==> src/rtl/rf_pkg.sv <==
// Shared constants and types for the register-file write arbiter.
package rf_pkg;

  localparam int RF_DATA_W = 18;
  localparam int RF_AW     = 4;
  localparam int RF_NREGS  = 16;

  typedef logic [RF_AW-1:0]     rf_addr_t;
  typedef logic [RF_DATA_W-1:0] rf_data_t;

endpackage

==> src/rtl/regfile_write_arbiter_if.sv <==
// Writeback requester bus: packed per-requester valid/reg/data plus one-hot ready.
// Handshake: a requester raises req_valid[i] with req_reg/req_data held stable; the
// transfer happens on the clock edge where req_valid[i] && req_ready[i]; no withdrawal.
interface regfile_write_arbiter_if #(
  parameter int N_REQ  = 3,
  parameter int DATA_W = 18,
  parameter int REG_AW = 4
);

  logic [N_REQ-1:0]        req_valid;
  logic [N_REQ*REG_AW-1:0] req_reg;
  logic [N_REQ*DATA_W-1:0] req_data;
  logic [N_REQ-1:0]        req_ready;

  modport master (
    output req_valid,
    output req_reg,
    output req_data,
    input  req_ready
  );

  modport slave (
    input  req_valid,
    input  req_reg,
    input  req_data,
    output req_ready
  );

endinterface

==> src/rtl/regfile_write_arbiter_rr_arbiter.sv <==
// Combinational round-robin arbiter: one-hot grant searching from ptr upward with
// wrap-around, the granted index, and the pointer to use after this grant.
module rr_arbiter #(
  parameter int N  = 3,
  parameter int PW = (N > 1) ? $clog2(N) : 1
) (
  input  logic [N-1:0]  req,
  input  logic [PW-1:0] ptr,
  output logic [N-1:0]  grant,
  output logic [PW-1:0] grant_idx,
  output logic          any,
  output logic [PW-1:0] next_ptr
);

  int c;

  always_comb begin
    grant     = '0;
    grant_idx = ptr;
    any       = 1'b0;
    c         = 0;
    for (int k = 0; k < N; k++) begin
      c = int'(ptr) + k;
      if (c >= N) c = c - N;
      if (!any && req[PW'(c)]) begin
        grant[PW'(c)] = 1'b1;
        grant_idx     = PW'(c);
        any           = 1'b1;
      end
    end
  end

  always_comb begin
    next_ptr = ptr;
    if (any) begin
      if (grant_idx == PW'(N - 1)) next_ptr = '0;
      else                         next_ptr = grant_idx + 1'b1;
    end
  end

endmodule

==> src/rtl/regfile_write_arbiter.sv <==
// Round-robin arbiter for the single register-file write port with a pending-write
// scoreboard. Optional RFARB_STATS_EN adds saturating conflict/grant counters.
module regfile_write_arbiter
  import rf_pkg::*;
#(
  parameter int N_REQ  = 3,
  parameter int DATA_W = RF_DATA_W,
  parameter int REG_AW = RF_AW
) (
  input  logic                   clk,
  input  logic                   reset,
  regfile_write_arbiter_if.slave req,
  input  logic                   reserve_valid,
  input  logic [REG_AW-1:0]      reserve_reg,
  output logic [2**REG_AW-1:0]   busy,
  output logic                   reserve_err,
  output logic                   regWrite,
  output logic [REG_AW-1:0]      writeReg,
  output logic [DATA_W-1:0]      writeData,
  output logic [((N_REQ > 1) ? $clog2(N_REQ) : 1)-1:0] rr_ptr
`ifdef RFARB_STATS_EN
  ,
  output logic [15:0]            conflict_cnt,
  output logic [N_REQ*16-1:0]    grant_cnt
`endif
);

  localparam int PW = (N_REQ > 1) ? $clog2(N_REQ) : 1;

  logic [N_REQ-1:0]    grant;
  logic [PW-1:0]       grant_idx;
  logic                grant_any;
  logic [PW-1:0]       next_ptr;
  logic                fire;
  logic [REG_AW-1:0]   grant_reg;
  logic [DATA_W-1:0]   grant_data;
  logic [2**REG_AW-1:0] busy_next;
  logic                err_set;

  rr_arbiter #(.N(N_REQ), .PW(PW)) u_arb (
    .req       (req.req_valid),
    .ptr       (rr_ptr),
    .grant     (grant),
    .grant_idx (grant_idx),
    .any       (grant_any),
    .next_ptr  (next_ptr)
  );

  // Ready is suppressed during reset so nothing transfers on a reset edge.
  assign req.req_ready = reset ? '0 : grant;
  assign fire          = grant_any && !reset;
  assign grant_reg     = req.req_reg[grant_idx*REG_AW +: REG_AW];
  assign grant_data    = req.req_data[grant_idx*DATA_W +: DATA_W];

  // Clear first, then set: a reserve on the register being written keeps it busy.
  always_comb begin
    busy_next = busy;
    if (fire) busy_next[grant_reg] = 1'b0;
    if (reserve_valid) busy_next[reserve_reg] = 1'b1;
  end

  assign err_set = reserve_valid && busy[reserve_reg] &&
                   !(fire && (grant_reg == reserve_reg));

  always_ff @(posedge clk) begin
    if (reset) begin
      regWrite    <= 1'b0;
      writeReg    <= '0;
      writeData   <= '0;
      busy        <= '0;
      reserve_err <= 1'b0;
      rr_ptr      <= '0;
    end else begin
      regWrite <= fire;
      if (fire) begin
        writeReg  <= grant_reg;
        writeData <= grant_data;
        rr_ptr    <= next_ptr;
      end
      busy <= busy_next;
      if (err_set) reserve_err <= 1'b1;
    end
  end

`ifdef RFARB_STATS_EN
  always_ff @(posedge clk) begin
    if (reset) begin
      conflict_cnt <= '0;
      grant_cnt    <= '0;
    end else begin
      if (($countones(req.req_valid) >= 2) && (conflict_cnt != 16'hFFFF))
        conflict_cnt <= conflict_cnt + 16'd1;
      for (int i = 0; i < N_REQ; i++) begin
        if (fire && grant[i] && (grant_cnt[i*16 +: 16] != 16'hFFFF))
          grant_cnt[i*16 +: 16] <= grant_cnt[i*16 +: 16] + 16'd1;
      end
    end
  end
`endif

endmodule

==> src/flat_wrapper.sv <==
// flat-port wrapper written by rule: the top's interface ports become plain ports
module regfile_write_arbiter_flat import rf_pkg::*;
#(
  parameter int N_REQ  = 3,
  parameter int DATA_W = RF_DATA_W,
  parameter int REG_AW = RF_AW
)
  (clk, reset, reserve_valid, reserve_reg, busy, reserve_err, regWrite, writeReg, writeData, rr_ptr, req_req_valid, req_req_reg, req_req_data, req_req_ready);
  regfile_write_arbiter_if #(.N_REQ(N_REQ), .DATA_W(DATA_W), .REG_AW(REG_AW)) req_i ();
  input  logic clk;
  input  logic reset;
  input  logic reserve_valid;
  input  logic [REG_AW-1:0] reserve_reg;
  output logic [2**REG_AW-1:0] busy;
  output logic reserve_err;
  output logic regWrite;
  output logic [REG_AW-1:0] writeReg;
  output logic [DATA_W-1:0] writeData;
  output logic [((N_REQ > 1) ? $clog2(N_REQ) : 1)-1:0] rr_ptr;
  input wire logic [$bits(req_i.req_valid)-1:0] req_req_valid;
  input wire logic [$bits(req_i.req_reg)-1:0] req_req_reg;
  input wire logic [$bits(req_i.req_data)-1:0] req_req_data;
  output wire logic [$bits(req_i.req_ready)-1:0] req_req_ready;
  assign req_i.req_valid = req_req_valid;
  assign req_i.req_reg = req_req_reg;
  assign req_i.req_data = req_req_data;
  assign req_req_ready = req_i.req_ready;
  regfile_write_arbiter #(.N_REQ(N_REQ), .DATA_W(DATA_W), .REG_AW(REG_AW)) u_core (.clk(clk), .reset(reset), .req(req_i), .reserve_valid(reserve_valid), .reserve_reg(reserve_reg), .busy(busy), .reserve_err(reserve_err), .regWrite(regWrite), .writeReg(writeReg), .writeData(writeData), .rr_ptr(rr_ptr));
endmodule
==> config.mk <==
export PLATFORM = sky130hd
export DESIGN_NAME = regfile_write_arbiter_flat
export DESIGN_NICKNAME = d
export VERILOG_FILES = /design/src/rtl/rf_pkg.sv /design/src/rtl/regfile_write_arbiter_if.sv /design/src/rtl/regfile_write_arbiter_rr_arbiter.sv /design/src/rtl/regfile_write_arbiter.sv /design/src/flat_wrapper.sv
export SDC_FILE = /design/constraint.sdc
export NUM_CORES = 1
export LEC_CHECK = 0
export ABC_AREA = 0
export CAP_MARGIN = 5
export CORE_UTILIZATION = 45
export DETAILED_ROUTE_END_ITERATION = 8
export PLACE_DENSITY = 0.85
export SLEW_MARGIN = 20
export SYNTH_ARGS = -nofsm -noshare
export SYNTH_HDL_FRONTEND = slang
export SYNTH_SLANG_ARGS = --single-unit
==> constraint.sdc <==
create_clock -name clk -period 7.4 [get_ports clk]
set_input_delay 1.48 -clock clk [delete_from_list [all_inputs] [get_ports clk]]
set_output_delay 1.48 -clock clk [all_outputs]
set_load 0.03 [all_outputs]
# Yosys cells after proc, flatten, opt, wreduce, memory -nomap -nowiden

Index checks and enable logic that the tools add are counted.

Shift operators: 2
Muxes and demuxes: 37
Multiply operators: 1
Equality and inequality tests: 2
Bitwise logic cells: 5
Magnitude comparators: 13
Reductions and logical operators: 16
$add $sub $neg: 6

Operators with widths:

| operator            | number |
|---|---|
| $shiftx 54x8->18    | 1 |
| $mux 16             | 2 |
| $and 16x16->16      | 1 |
| $not 16->16         | 1 |
| $or 16x16->16       | 1 |
| $mux 1              | 15 |
| $mux 2              | 7 |
| $lt 2x4->1 const B  | 3 |
| $mux 3              | 4 |
| $shiftx 12x5->4     | 1 |
| $logic_and 1x1->1   | 11 |
| $lt 4x5->1 const B  | 2 |
| $demux 1 s4         | 2 |
| $ge 4x1->1 const B  | 2 |
| $bmux 1 s2          | 3 |
| $demux 1 s2         | 3 |
| $ge 2x1->1 const B  | 3 |
| $ge 3x2->1 const B  | 2 |
| $mul 2x4->6 const B | 1 |
| $or 3x3->3          | 2 |
| $sub 2x2->2 const B | 3 |
| $bmux 1 s4          | 1 |
| $eq 4x4->1          | 1 |
| $logic_not 1->1     | 4 |
| 6 further kinds     | 6 |

Output and inout bits: 45
Input bits: 76
Logic and storage cells: 88
Flip-flop bits (word level): 42

# Depth between registers and ports, before layout

Depth after elaboration: 22
Depth in mapped cells: 14

# By module

Synthesis repeated with hierarchy kept, for this count alone.

Cell total of the unflattened synthesis: 315
Area, all modules: 2633.8 µm²

Modules (own cells, without submodules):

| module                | cells an instance | area an instance (µm²) | seq. area each (µm²) | times used |
|---|---|---|---|---|
| regfile_write_arbiter | 264               | 2275.9                 | 840.8                | 1 |
| rr_arbiter            | 51                | 357.8                  | 0.0                  | 1 |

# Worst setup path before layout

No wires, ideal clock.

Path type: input to output
Start point: input port req_req_valid[2]
End point: output port req_req_ready[0]
Arrival: 2.724 ns
Path slack: 3.196 ns
Data required time: 5.920 ns
Cell stages on the path: 5
Cell sequence: mux2i_2 -> o21ai_2 -> nor2_1 -> a221oi_1 -> a211oi_1

Cells in the longest elaborated chain, start to end: 11

Ends and longest elaborated chain:

| item                                       | line                                   | source |
|---|---|---|
| start: declaration                         | flat_wrapper.sv:20                     | `input wire logic [$bits(req_i.req_valid)-1:0] req_req_valid;` |
| $bmux 1 s2                                 | regfile_write_arbiter_rr_arbiter.sv:25 | `if (!any && req[PW'(c)]) begin` |
| $mux 1 (not written as such) (2 in series) | regfile_write_arbiter_rr_arbiter.sv:25 |  |
| $mux 1                                     | regfile_write_arbiter_rr_arbiter.sv:25 |  |
| $logic_not 1->1                            | regfile_write_arbiter_rr_arbiter.sv:25 |  |
| $logic_and 1x1->1                          | regfile_write_arbiter_rr_arbiter.sv:25 |  |
| $mux 1                                     | regfile_write_arbiter_rr_arbiter.sv:25 |  |
| $logic_not 1->1                            | regfile_write_arbiter_rr_arbiter.sv:25 |  |
| $logic_and 1x1->1                          | regfile_write_arbiter_rr_arbiter.sv:25 |  |
| $mux 3 *                                   | regfile_write_arbiter_rr_arbiter.sv:25 |  |
| $mux 3 *                                   | regfile_write_arbiter.sv:50            | `assign req.req_ready = reset ? '0 : grant;` |
| end: declaration                           | flat_wrapper.sv:23                     | `output wire logic [$bits(req_i.req_ready)-1:0] req_req_ready;` |

Every way passes the cells marked *; elsewhere a longest branch is shown, timed or not. The select of a mux whose other input is x is not followed.

# Worst setup path in the final report

Start point: input port req_req_valid[1]
End point: output port req_req_ready[1]

The elaborated chain is that of the path after synthesis.

==> flow_summary.toml <==
[sta]
finalSetupViolCount = 0
rsz0062_at_grt = "false"
fin_crit_ps = 5070
tightest_slew_ps = 792
fin_crit_sh_pct = 68.5
tns_ps = 0
hold_viol = 0
setup_ws_ps = 2330
drv_slew = 0
fmax_mhz = 197
slew_headroom_pct = 47.2
skew_ps = 5.29

[worst_setup_path]
cp.required_ps = 5920
r2r_start = "u_core.rr_ptr[1]$_SDFFE_PP0P_"
cpPeakStageDelay_ps = 670
cp_cell_sequence = "clkdlybuf4s50_1, mux2i_1, mux2i_1, nor2_1, a21oi_1, nor2_1, clkdlybuf4s50_1"
path_delay_family = "buffers and inverters"
rr_worst_depth = 11
cp-start-kind = "primary input"
cp-end-kind = "output port"
critical_path_arrival_ps = 3590
r2r-end = "u_core.busy[2]$_SDFF_PP0_"
worst-path-max-fanout = 5
r2r_slack_ps = 3730
cpMaxStageDelayCell = "clkdlybuf4s50_1"
path_buf_inv = 2
crit_type = "primary input to output port"

[synth]
netlist_area_um2 = 2730
syn_nets = 408
synth_cell_types = 52
seq_area_frac_synth_pct = 30.8
avgSynthCellArea_um2 = 8.32
synth_edf_count = 0
syn_inst = 328
async_flop_share_pct = 0
synth_flop_cell = "dfxtp_1"
ys_ff_latch = 42
yosys_warnings = 0

[finish]
drive_above_1_share_pct = 6.18
syn_to_final_growth_pct = 49.5
design_area_um2 = 4080
antenna-diode-count = 0
layoutNonFillerInstCount = 512
fillers = 483
nNetsFinal = 516

[floorplanning]
die_area_um2 = 6380
io_pins = 121
die_width_um = 79.9
core_region_area_um2 = 5890
start_util_pct = 46.4
die_h_um = 79.9
rows = 28

[global_routing]
grt_start_max_net_pins = 50
first_global_vias = 2836
grt_pass1_wl_mm = 13.0
grt_use_total_pct = 26.1
antenna_found_initial = 0
overflow = 0

[pwr]
p_leak_nw = 1.48
max-vdd-ir-drop_v = 0.000271
powerDensity_nw_per_um2 = 434

[place]
place_area_um2 = 3950
dp_cells = 504
port_buffers = 120
dp_slack_ps = 2390
gp_congestion = 0.998
hpwl_mm = 6.07

[route]
wl_per_cell_um = 15.9
drc = 0
ant_nets = 0
firstDrtPassIters = 5
vias = 2894
vias_per_cell = 5.65
drt_iter0_markers = 165
wirelength_mm = 8.12

[min_path]
hold_path.class = "flop to flop"
whs_path_depth = 2
hold_path_startpoint = "u_core.busy[10]$_SDFF_PP0_"
hold_end = "u_core.busy[10]$_SDFF_PP0_"

[clock_tree]
numCtsBuffers = 5
cts.hold.buffers_added = 0
cts-root-buf = "clkbuf_8"
cts_resized = 0
cts_tree = "built"
htree_levels = 2
cts.sinks = 42
post_cts_buffers = 0
cts.path.max_buffers = 2
clk_pin_slew_ps = 80
insertion_delay_ps = 290

[job]
cap_violations = 0

[outcome]
status = "finished, final reports clean"
## per-stage QoR
stage / hold WS (ps) / power [mW] / utilization (%)
after floorplan: 607 / 1.23 / -
after global placement: 485 / 1.52 / 67.0
after detailed placement: 482 / 1.55 / 67.0
after CTS: 496 / 1.77 / 69.4
after global routing: 521 / 1.90 / 69.4
final: 495 / 1.77 / 69.4
## layer usage
metal | global-route usage (%) | share of wire, %
met1 | 32.7 | 42
met2 | 45.0 | 50
met4 | 8.75 | 1.7
met3 | 4.57 | 5.9
met5 | 0 | 0
## cell usage after synthesis, types with 5 or more instances
cell type / instances / area (µm²)
o32ai_1: 16 / 140
a21oi_1: 23 / 115
nor4_1: 17 / 106
inv_1: 21 / 78.8
a211oi_1: 21 / 158
clkbuf_1: 11 / 41.3
o21ai_0: 5 / 25.0
nor2_1: 57 / 214
dfxtp_1: 42 / 841
nand3b_1: 6 / 45.0
mux2i_1: 27 / 270
mux4_2: 5 / 113
nand2_1: 8 / 30.0
## state kept, by name (all words and copies together) (netlist names)
register and count:
u_core.writeReg 4, u_core.busy 16, u_core.regWrite 1, u_core.rr_ptr 2
u_core.writeData 18, u_core.reserve_err 1
## worst max path at each step
stage / startpoint / endpoint / slack [ps] / depth (start not counted)
2_1_floorplan: req_req_valid[2] / req_req_ready[0] / 3200 / 5
3_3_place_gp: req_req_valid[1] / req_req_ready[0] / 2460 / 6
3_5_place_dp: req_req_valid[1] / req_req_ready[1] / 2390 / 7
4_1_cts: req_req_valid[1] / req_req_ready[1] / 2370 / 7
5_1_grt: req_req_valid[1] / req_req_ready[1] / 2150 / 7
6_report: req_req_valid[1] / req_req_ready[1] / 2330 / 7
## cells in the final DEF (no fill, tap or decap), drive strengths merged, types with 3 or more instances in the layout
master           n
clkdlybuf4s50  120
nor4            17
nor3             4
xnor2            3
o32ai           16
clkbuf           5
nand3            3
o21a             4
nand2b           4
buf              4
a21oi           26
nand3b           6
mux2             3
ha               4
nor2            57
a211oi          21
mux2i           28
mux4             5
inv             21
nand2            8
dfxtp           42
o21ai            6
## report_power, final
part | total, mW | switching [mW] | internal, mW
registers | 0.340 | 0.0396 | 0.300
logic | 1.21 | 0.736 | 0.478
clock network | 0.217 | 0.0819 | 0.135
total | 1.77 | 0.858 | 0.914
## tightest hold or removal path: cells and delay by family, from the launching register on
| kind | cells | cell delay, ps |
|---|---|---|
| buffers and inverters | 1 | 50 |
| DFF | 1 | 320 |
| AOI/OAI and AO/OA | 1 | 70 |
## cells by family after synthesis
logic type / after synthesis / share of synthesized area [%]
DFF: 42 / 30.8
buffers and inverters: 44 / 6.92
and+or+nand+nor: 110 / 19.7
adders and majority gates: 4 / 1.83
xor gates and xnor gates: 3 / 0.963
AOI/OAI and AO/OA: 89 / 23.9
muxes: 36 / 15.9
## final cells by class
class	count	area (µm²)	area share [%]
clock inverter	3	68.8	1.69
timing repair buffer	124	1230	30.2
multi-input combinational	242	1700	41.6
clock buffer	5	68.8	1.69
inverter	21	78.8	1.93
tap	75	93.8	2.30
sequential	42	841	20.6
No activity file was read; power rests on OpenSTA's default activity.
